===== src/rtl/car_control_pkg.sv =====
// Road-car lane constants and shared types.
// Lane tables are indexed 0..7 for lanes 1..8.
package car_control_pkg;

    localparam int NUM_LANES   = 8;
    localparam int H_DISPLAY   = 640;
    localparam int CAR_WIDTH   = 40;
    localparam int BASE_PERIOD = 250000;
    localparam int PERIOD_STEP = 7500;
    localparam int MIN_PERIOD  = 25000;

    typedef enum logic {
        DIR_LEFT  = 1'b0,
        DIR_RIGHT = 1'b1
    } dir_e;

    localparam int CAR_INIT_X [NUM_LANES] =
        '{0, 80, 160, 240, 320, 400, 480, 560};

    localparam int LANE_STEP [NUM_LANES] =
        '{1, 2, 2, 1, 3, 1, 2, 3};

    // Odd lanes drift left, even lanes drift right.
    localparam dir_e LANE_DIR [NUM_LANES] =
        '{DIR_LEFT, DIR_RIGHT, DIR_LEFT, DIR_RIGHT,
          DIR_LEFT, DIR_RIGHT, DIR_LEFT, DIR_RIGHT};

    localparam int CAR_Y [NUM_LANES] =
        '{60, 110, 160, 210, 260, 310, 360, 410};

endpackage


===== src/rtl/car_control_if.sv =====
// Bundle between the car generator and its consumers.
// master = player/renderer side, slave = car_control.
interface car_control_if;

    logic [4:0] speed_car;
    logic       RUN;
    logic       RESTART;
    logic [9:0] car_x1;
    logic [9:0] car_x2;
    logic [9:0] car_x3;
    logic [9:0] car_x4;
    logic [9:0] car_x5;
    logic [9:0] car_x6;
    logic [9:0] car_x7;
    logic [9:0] car_x8;
    logic       TICK;

    modport master (
        output speed_car, RUN, RESTART,
        input  car_x1, car_x2, car_x3, car_x4,
        input  car_x5, car_x6, car_x7, car_x8,
        input  TICK
    );

    modport slave (
        input  speed_car, RUN, RESTART,
        output car_x1, car_x2, car_x3, car_x4,
        output car_x5, car_x6, car_x7, car_x8,
        output TICK
    );

endinterface


===== src/rtl/car_control_lane.sv =====
// One road lane: x position stepping with wrap on tick.
// Restart reloads the start position and beats a tick.
module car_lane
    import car_control_pkg::*;
#(
    parameter int   INIT_X    = 0,
    parameter int   STEP      = 1,
    parameter dir_e DIR       = DIR_LEFT,
    parameter int   H_DISPLAY = 640
) (
    input  logic       CLK,
    input  logic       RST_N,
    input  logic       tick,
    input  logic       restart,
    output logic [9:0] x
);

    localparam logic [10:0] STEP_W = 11'(STEP);
    localparam logic [10:0] H_W    = 11'(H_DISPLAY);
    localparam logic [9:0]  INIT_W = 10'(INIT_X);

    logic [9:0]  x_q;
    logic [9:0]  x_d;
    logic [10:0] raw;
    logic [10:0] nxt;

    // 11-bit arithmetic keeps x + H_DISPLAY from overflowing.
    always_comb begin
        raw = {1'b0, x_q};
        if (DIR == DIR_RIGHT) begin
            raw = {1'b0, x_q} + STEP_W;
        end else if ({1'b0, x_q} < STEP_W) begin
            raw = {1'b0, x_q} + H_W - STEP_W;
        end else begin
            raw = {1'b0, x_q} - STEP_W;
        end
        nxt = raw;
        if (raw >= H_W) begin
            nxt = raw - H_W;
        end
    end

    always_comb begin
        x_d = x_q;
        if (restart) begin
            x_d = INIT_W;
        end else if (tick) begin
            x_d = 10'(nxt);
        end
    end

    always_ff @(posedge CLK or negedge RST_N) begin
        if (!RST_N) begin
            x_q <= INIT_W;
        end else begin
            x_q <= x_d;
        end
    end

    assign x = x_q;

endmodule


===== src/rtl/car_control.sv =====
// Movement-tick generator and eight road lanes.
// Tick period shrinks with speed_car, floored at MIN_PERIOD.
module car_control
    import car_control_pkg::*;
#(
    parameter int H_DISPLAY   = car_control_pkg::H_DISPLAY,
    parameter int BASE_PERIOD = car_control_pkg::BASE_PERIOD,
    parameter int PERIOD_STEP = car_control_pkg::PERIOD_STEP,
    parameter int MIN_PERIOD  = car_control_pkg::MIN_PERIOD
) (
    input logic         CLK,
    input logic         RST_N,
    car_control_if.slave bus
);

    localparam logic [31:0] BASE_W = 32'(BASE_PERIOD);
    localparam logic [31:0] STEP_W = 32'(PERIOD_STEP);
    localparam logic [31:0] MIN_W  = 32'(MIN_PERIOD);
    localparam logic [31:0] SPAN_W = BASE_W - MIN_W;

    logic [31:0] cnt_q;
    logic [31:0] cnt_d;
    logic [31:0] period_q;
    logic [31:0] period_d;
    logic [31:0] prod;
    logic [31:0] p_raw;
    logic        tick;
    logic [9:0]  lane_x [NUM_LANES];

    always_comb begin
        prod  = 32'(bus.speed_car) * STEP_W;
        p_raw = BASE_W - prod;
        if (prod > SPAN_W) begin
            p_raw = MIN_W;
        end
    end

    // Restart and a frozen RUN both mask a due tick.
    assign tick = bus.RUN && !bus.RESTART &&
                  (cnt_q == period_q - 32'd1);

    always_comb begin
        cnt_d    = cnt_q;
        period_d = period_q;
        if (bus.RESTART) begin
            cnt_d    = '0;
            period_d = p_raw;
        end else if (bus.RUN) begin
            if (tick) begin
                cnt_d    = '0;
                period_d = p_raw;
            end else begin
                cnt_d = cnt_q + 32'd1;
            end
        end
    end

    always_ff @(posedge CLK or negedge RST_N) begin
        if (!RST_N) begin
            cnt_q    <= '0;
            period_q <= BASE_W;
        end else begin
            cnt_q    <= cnt_d;
            period_q <= period_d;
        end
    end

    for (genvar g = 0; g < NUM_LANES; g++) begin : g_lane
        car_lane #(
            .INIT_X    (CAR_INIT_X[g]),
            .STEP      (LANE_STEP[g]),
            .DIR       (LANE_DIR[g]),
            .H_DISPLAY (H_DISPLAY)
        ) u_lane (
            .CLK     (CLK),
            .RST_N   (RST_N),
            .tick    (tick),
            .restart (bus.RESTART),
            .x       (lane_x[g])
        );
    end

    assign bus.TICK   = tick;
    assign bus.car_x1 = lane_x[0];
    assign bus.car_x2 = lane_x[1];
    assign bus.car_x3 = lane_x[2];
    assign bus.car_x4 = lane_x[3];
    assign bus.car_x5 = lane_x[4];
    assign bus.car_x6 = lane_x[5];
    assign bus.car_x7 = lane_x[6];
    assign bus.car_x8 = lane_x[7];

endmodule


===== src/flat_wrapper.sv =====
// flat-port wrapper written by rule: the top's interface ports become plain ports
module car_control_flat import car_control_pkg::*;
#(
    parameter int H_DISPLAY   = car_control_pkg::H_DISPLAY,
    parameter int BASE_PERIOD = car_control_pkg::BASE_PERIOD,
    parameter int PERIOD_STEP = car_control_pkg::PERIOD_STEP,
    parameter int MIN_PERIOD  = car_control_pkg::MIN_PERIOD
)
  (CLK, RST_N, bus_speed_car, bus_RUN, bus_RESTART, bus_car_x1, bus_car_x2, bus_car_x3, bus_car_x4, bus_car_x5, bus_car_x6, bus_car_x7, bus_car_x8, bus_TICK);
  car_control_if bus_i ();
  input logic CLK;
  input logic RST_N;
  input wire logic [$bits(bus_i.speed_car)-1:0] bus_speed_car;
  input wire logic [$bits(bus_i.RUN)-1:0] bus_RUN;
  input wire logic [$bits(bus_i.RESTART)-1:0] bus_RESTART;
  output wire logic [$bits(bus_i.car_x1)-1:0] bus_car_x1;
  output wire logic [$bits(bus_i.car_x2)-1:0] bus_car_x2;
  output wire logic [$bits(bus_i.car_x3)-1:0] bus_car_x3;
  output wire logic [$bits(bus_i.car_x4)-1:0] bus_car_x4;
  output wire logic [$bits(bus_i.car_x5)-1:0] bus_car_x5;
  output wire logic [$bits(bus_i.car_x6)-1:0] bus_car_x6;
  output wire logic [$bits(bus_i.car_x7)-1:0] bus_car_x7;
  output wire logic [$bits(bus_i.car_x8)-1:0] bus_car_x8;
  output wire logic [$bits(bus_i.TICK)-1:0] bus_TICK;
  assign bus_i.speed_car = bus_speed_car;
  assign bus_i.RUN = bus_RUN;
  assign bus_i.RESTART = bus_RESTART;
  assign bus_car_x1 = bus_i.car_x1;
  assign bus_car_x2 = bus_i.car_x2;
  assign bus_car_x3 = bus_i.car_x3;
  assign bus_car_x4 = bus_i.car_x4;
  assign bus_car_x5 = bus_i.car_x5;
  assign bus_car_x6 = bus_i.car_x6;
  assign bus_car_x7 = bus_i.car_x7;
  assign bus_car_x8 = bus_i.car_x8;
  assign bus_TICK = bus_i.TICK;
  car_control #(.H_DISPLAY(H_DISPLAY), .BASE_PERIOD(BASE_PERIOD), .PERIOD_STEP(PERIOD_STEP), .MIN_PERIOD(MIN_PERIOD)) u_core (.CLK(CLK), .RST_N(RST_N), .bus(bus_i));
endmodule

===== config.mk =====
export PLATFORM = sky130hd
export DESIGN_NAME = car_control_flat
export DESIGN_NICKNAME = d
export VERILOG_FILES = /design/src/rtl/car_control_pkg.sv /design/src/rtl/car_control_if.sv /design/src/rtl/car_control_lane.sv /design/src/rtl/car_control.sv /design/src/flat_wrapper.sv
export SDC_FILE = /design/constraint.sdc
export NUM_CORES = 1
export LEC_CHECK = 0
export CAP_MARGIN = 20
export CORE_ASPECT_RATIO = 0.8
export CORE_MARGIN = 4
export CORE_UTILIZATION = 25
export CTS_BUF_LIST = sky130_fd_sc_hd__clkbuf_2
export DETAILED_ROUTE_END_ITERATION = 8
export MAX_ROUTING_LAYER = met4
export PLACE_DENSITY_LB_ADDON = 0.05
export SYNTH_ARGS = -nofsm -noshare
export SYNTH_HDL_FRONTEND = slang
export SYNTH_SLANG_ARGS = --single-unit

===== constraint.sdc =====
create_clock -name CLK -period 3 [get_ports CLK]
set_input_delay 0.3 -clock CLK [delete_from_list [all_inputs] [get_ports CLK]]
set_output_delay 0.3 -clock CLK [all_outputs]
set_load 0.1 [all_outputs]

[After elaboration in Yosys (flattened, before gate mapping)]
Index checks and enable logic that the tools add are counted.
Word-level totals
  logic and storage cells: 93
  input bits: 9
  flip-flop bits (word level): 144
  output and inout bits: 81
Operators by class
  equality and inequality tests: 1
  reductions and logical operators: 6
  $lt $le $gt $ge: 13
  multiply operators: 1
  add/sub/neg operators: 27
  mux-type cells: 35
Operators with widths (count)
  2-to-1 mux 10 bit: 24
  2-to-1 mux 32 bit: 7
  >= comparator 11 x 10 -> 1 bit (second input constant): 8
  subtractor 10 bit (second input constant): 8
  adder 10 x 10 -> 11 bit (second input constant): 4
  2-to-1 mux 11 bit: 4
  subtractor 10 x 2 -> 11 bit (second input constant): 3
  subtractor 11 x 2 -> 11 bit (second input constant): 3
  adder 32 x 1 -> 32 bit (second input constant): 1
  equality test 32 bit: 1
  subtractor 32 x 1 -> 32 bit (second input constant): 1
  < comparator 10 x 2 -> 1 bit (second input constant): 3
  adder 10 x 1 -> 11 bit (second input constant): 2
  adder 10 x 2 -> 11 bit (second input constant): 2
  subtractor 18 x 18 -> 19 bit (first input constant): 1
  greater-than comparator 18 bit (second input constant): 1
  multiplier 5 x 11 -> 16 bit (second input constant): 1
  subtractor 10 x 1 -> 11 bit (second input constant): 1
  subtractor 11 x 1 -> 11 bit (second input constant): 1
  < comparator 10 x 1 -> 1 bit (second input constant): 1
  nonzero test 2 bit: 2
  logical AND 1 bit: 2
  AND reduction 2 bit: 1
  logical NOT 1 bit: 1

[Longest topological paths before layout]
  word-level depth: 7
  gate-level depth with buffers: 16
  mapped depth without buffers: 14

[Modules after synthesis]
From an unflattened synthesis, not the netlist that was laid out.
Unflattened totals
  cells, all modules: 1163
  area, all modules: 10149.7 um^2
By module, submodules not included
  car_control: area each 4259.1 um^2, sequential area each 1234.9 um^2, cells an instance 489, times used 1
  car_lane at u_core.g_lane[3].u_lane: area each 875.8 um^2, sequential area each 255.2 um^2, cells an instance 100, times used 1
  car_lane at u_core.g_lane[0].u_lane: area each 828.3 um^2, sequential area each 250.2 um^2, cells an instance 104, times used 1
  car_lane at u_core.g_lane[5].u_lane: area each 804.5 um^2, sequential area each 254.0 um^2, cells an instance 89, times used 1
  car_lane at u_core.g_lane[4].u_lane: area each 757.0 um^2, sequential area each 252.7 um^2, cells an instance 85, times used 1
  car_lane at u_core.g_lane[2].u_lane: area each 689.4 um^2, sequential area each 227.7 um^2, cells an instance 81, times used 1
  car_lane at u_core.g_lane[1].u_lane: area each 685.7 um^2, sequential area each 227.7 um^2, cells an instance 78, times used 1
  car_lane at u_core.g_lane[6].u_lane: area each 630.6 um^2, sequential area each 230.2 um^2, cells an instance 71, times used 1
  car_lane at u_core.g_lane[7].u_lane: area each 619.3 um^2, sequential area each 254.0 um^2, cells an instance 66, times used 1

[Worst setup path before layout]
OpenSTA, ideal clock, no wires.
  path type: register to output
  from: register u_core.period_q[2]
  to: output bus_TICK
  buffers on the path: 1
  setup slack: -2.329 ns
  arrival time: 5.029 ns
  data required time: 2.700 ns
  stages on the path, launching flop included: 12
  cell sequence: dfrtp_1 -> buf_2 -> inv_1 -> ha_1 -> nor4b_4 -> nand4_1 -> xnor2_1 -> nor4_1 -> nand3_1 -> inv_1 -> nand3_1 -> nor4b_1
On the way
  longest elaborated chain between the ends: 3
RTL lines
  start: declaration: line car_control.sv:23  | logic [31:0] period_q;
  start signal: assignment: line car_control.sv:64  | period_q <= period_d;
  subtractor 32 x 1 -> 32 bit: line car_control.sv:40  | (cnt_q == period_q - 32'd1);
  equality test 32 bit: line car_control.sv:40
  logical AND 1 bit: line car_control.sv:39  | assign tick = bus.RUN && !bus.RESTART &&
  end: declaration: line flat_wrapper.sv:24  | output wire logic [$bits(bus_i.TICK)-1:0] bus_TICK;
No other way between the ends.

[Worst setup path after layout]
  from: register u_core.period_q[2]
  to: register u_core.g_lane[4].u_lane.x_q[4]
On the way
  longest elaborated chain between the ends: 4
RTL lines
  subtractor 32 x 1 -> 32 bit: line car_control.sv:40
  equality test 32 bit: line car_control.sv:40
  logical AND 1 bit: line car_control.sv:39
  nonzero test 2 bit (no source line)
  end signal: assignment: line car_control_lane.sv:54  | x_q <= INIT_W;
  end signal: assignment: line car_control_lane.sv:56  | x_q <= x_d;
  end: declaration: line car_control_lane.sv:22  | logic [9:0] x_q;
No other way between the ends.
A chain may end at the register's enable or synchronous reset.

==> flow_summary.json <==
{
  "num_vias": 9113,
  "critical_path.startpoint": "u_core.period_q[2]",
  "grt_pass1_vias": 9016,
  "drt-pass1-iter-count": 7,
  "required_ns": 3.69,
  "leakage_nw": 6.32,
  "violations": "negative setup slack",
  "path_clk_slew_ns": 0.23,
  "worstPathArrival_ns": 4.34,
  "cts_max_path_buffers": 2,
  "critPathMaxStageDelay_ns": 0.51,
  "cts_buffers": 17,
  "start_kind": "register",
  "synth_edf_count": 0,
  "crit_fanout": 6,
  "drt-initial-drc-count": 476,
  "ys_seq_area_share_pct": 33.4,
  "cts-root-buf": "clkbuf_2",
  "power_density_mw_per_mm2": 399,
  "crit_chain": "inv_2, ha_4, nor4b_4, buf_4, and4_4, o2111ai_4, o31ai_4, nand4_2, buf_4, buf_6, buf_6, buf_6, buf_6, or4_4, buf_12, or3_1, a21oi_1",
  "portBuffers": 86,
  "synthTopCellsByArea": "dfrtp_1, ha_1, dfstp_2",
  "setup_viol": 123,
  "place_congestion": 0.781,
  "area_growth_pct": 52.2,
  "ys_ff_latch": 126,
  "whs_ns": 0.165,
  "rsz0062_at_grt": "true",
  "io_pins": 90,
  "nets": 1494,
  "drc_errors": 0,
  "synth_flop_cell": "dfrtp_1",
  "syn_area_per_cell_um2": 8.69,
  "cap_violations": 0,
  "yosys.cell_count.top_type": "dfrtp_1",
  "antenna_left": 0,
  "core_mm2": 0.0374,
  "crit_slowest_cell": "or4_4",
  "r2r_start": "u_core.period_q[2]",
  "grt_pass1_wl_um": 52600,
  "die_area_mm2": 0.0413,
  "synth_common_cells": "dfrtp_1, nor2_1, nand2_1, xnor2_1, ha_1",
  "antenna_found_initial": 1,
  "synth_largest_area_cell": "dfrtp_1",
  "fin_skew_ns": 0.0483,
  "synthesis.area_mm2": 0.00953,
  "slew_violations": 0,
  "layout_setup_ws_ns": -0.653,
  "fin_util_pct": 38.8,
  "grt_max_degree": 78,
  "fin_crit_ns": 3.65,
  "synth_top_area_share_pct": 26.0,
  "max_freq_mhz": 274,
  "fin_crit_sh_pct": 122,
  "wl_per_cell_um": 17.4,
  "status": "finished, violations left",
  "fp-row-count": 63,
  "hold_path.class": "input port to asynchronous set/reset pin",
  "die_h_um": 183,
  "drive_gt1_share_pct": 40.0,
  "netlist_instances": 1096,
  "drt-vias-per-instance": 4.74,
  "post-dp-hpwl_um": 22000,
  "synthArstFlopShare_pct": 100,
  "dpl_cell_area_mm2": 0.0124,
  "htreeDepth": 4,
  "cts.sinks": 126,
  "track_usage_pct": 16.7,
  "yosys_warnings": 0,
  "cts_tree": "done",
  "initial_core_util_pct": 25.5,
  "routed_wl_um": 33400,
  "slew_headroom_pct": 44.0,
  "grt_overflow": 0,
  "worstSkewPairLatency_ns": 0.77,
  "finalInstanceArea_mm2": 0.0145,
  "dieWidth_um": 226,
  "peakVddDrop_uv": 220,
  "finalHoldViolCount": 0,
  "crit_path_end_kind": "register",
  "worst_path_most_repeated_cell": "buf_6",
  "yosysUniqueCellTypes": 80,
  "crit_type": "register to register",
  "tightestPinTransition_ns": 0.840
}
[power breakdown]
part	internal (W)	leakage, nW	switching, W
sequential	0.00183	1.61	0.000135
clock	0.000461	0.152	0.000738
combinational	0.00143	4.56	0.00120
[kinds of logic after synthesis]
group                    Yosys count  share of synthesized area, %
adder cells (fa/ha/maj)           65                          8.93
AND/OR/NAND/NOR                  416                          23.3
XOR/XNOR                         116                          10.7
other                              1                        0.0394
multiplexers                      14                          1.54
flip-flops                       126                          33.4
AO/OA/AOI/OAI                    258                          17.3
buffers and inverters            100                          4.66
[layer usage]
metal  wire (µm)  global-route usage, %
met3         997                   3.02
met2       15100                   25.5
met5           0                      -
met1       17000                   23.9
met4         228                   2.43
[critical path: cells and delay by family (launching register included)]
family	cells	cell delay (ns)
and+or+nand+nor	5	1.51
buffers and inverters	8	1.08
DFF	1	0.50
AOI/OAI and AO/OA	3	0.38
adders and majority gates	1	0.13
[flip-flops by register name (all words and copies together) (netlist names)]
register,flops
u_core.cnt_q,32
u_core.period_q,17
u_core.g_lane.u_lane.x,77
[what timing repair did]
item | CTS | global route
gates resized for setup | 209 | 53
hold buffers | 1 | 0
hold endpoints to repair | 82 | 0
cloned | 16 | 1
buffers inserted | 49 | 11
pin swaps | 65 | 22
setup endpoints to repair | 127 | 127
[layout by cell type, fill, tap and decap left out, types with 19 or more instances in the layout]
master    instances
xor2_1           49
nand2_1          77
nand3_1          34
dfrtp_1          77
clkbuf_2         19
dfstp_2          26
ha_1             50
buf_6            39
xnor2_1          63
a21oi_1          41
buf_4           254
inv_1            47
nor2_1           83
o21ai_2          35
o21ai_1          37
and3_1           19
buf_12           22
nor3_1           38
or3_1            21
o21ai_0          23
[final timing paths]
path	end	slack [ns]	depth (start not counted)
hold reg to reg	u_core.g_lane[1].u_lane.x[4]	0.52	2
setup / recovery	u_core.g_lane[4].u_lane.x[4]	-0.65	17
min in group CLK	u_core.cnt_q[1]	0.37	4
hold / removal	u_core.g_lane[7].u_lane.x[3]	0.16	2
max in group asynchronous	u_core.g_lane[2].u_lane.x[7]	2.10	3
setup reg to reg	u_core.g_lane[4].u_lane.x[4]	-0.65	17
[per-stage QoR]
stage	std cells	total power, W	setup WS [ns]	TNS (ns)
floorplan	1098	0.00315	-0.397	-5.83
global placement	1816	0.00412	-1.13	-40.57
detailed placement	1816	0.00412	-1.12	-40.55
CTS	1913	0.00584	-0.734	-43.01
global route	1921	0.00621	-0.867	-57.13
finish	1921	0.00579	-0.653	-40.31
[cell type report]
cell class	instances	area [µm²]
well taps	487	609
flip-flops and latches	126	3230
repair buffers	352	3490
inverters	51	206
multi-input cells	872	6710
diodes	1	2.50
clock buffers	19	95.1
fillers	3781	22900
clock inverters	13	148
No activity file was read; power rests on OpenSTA's default activity.
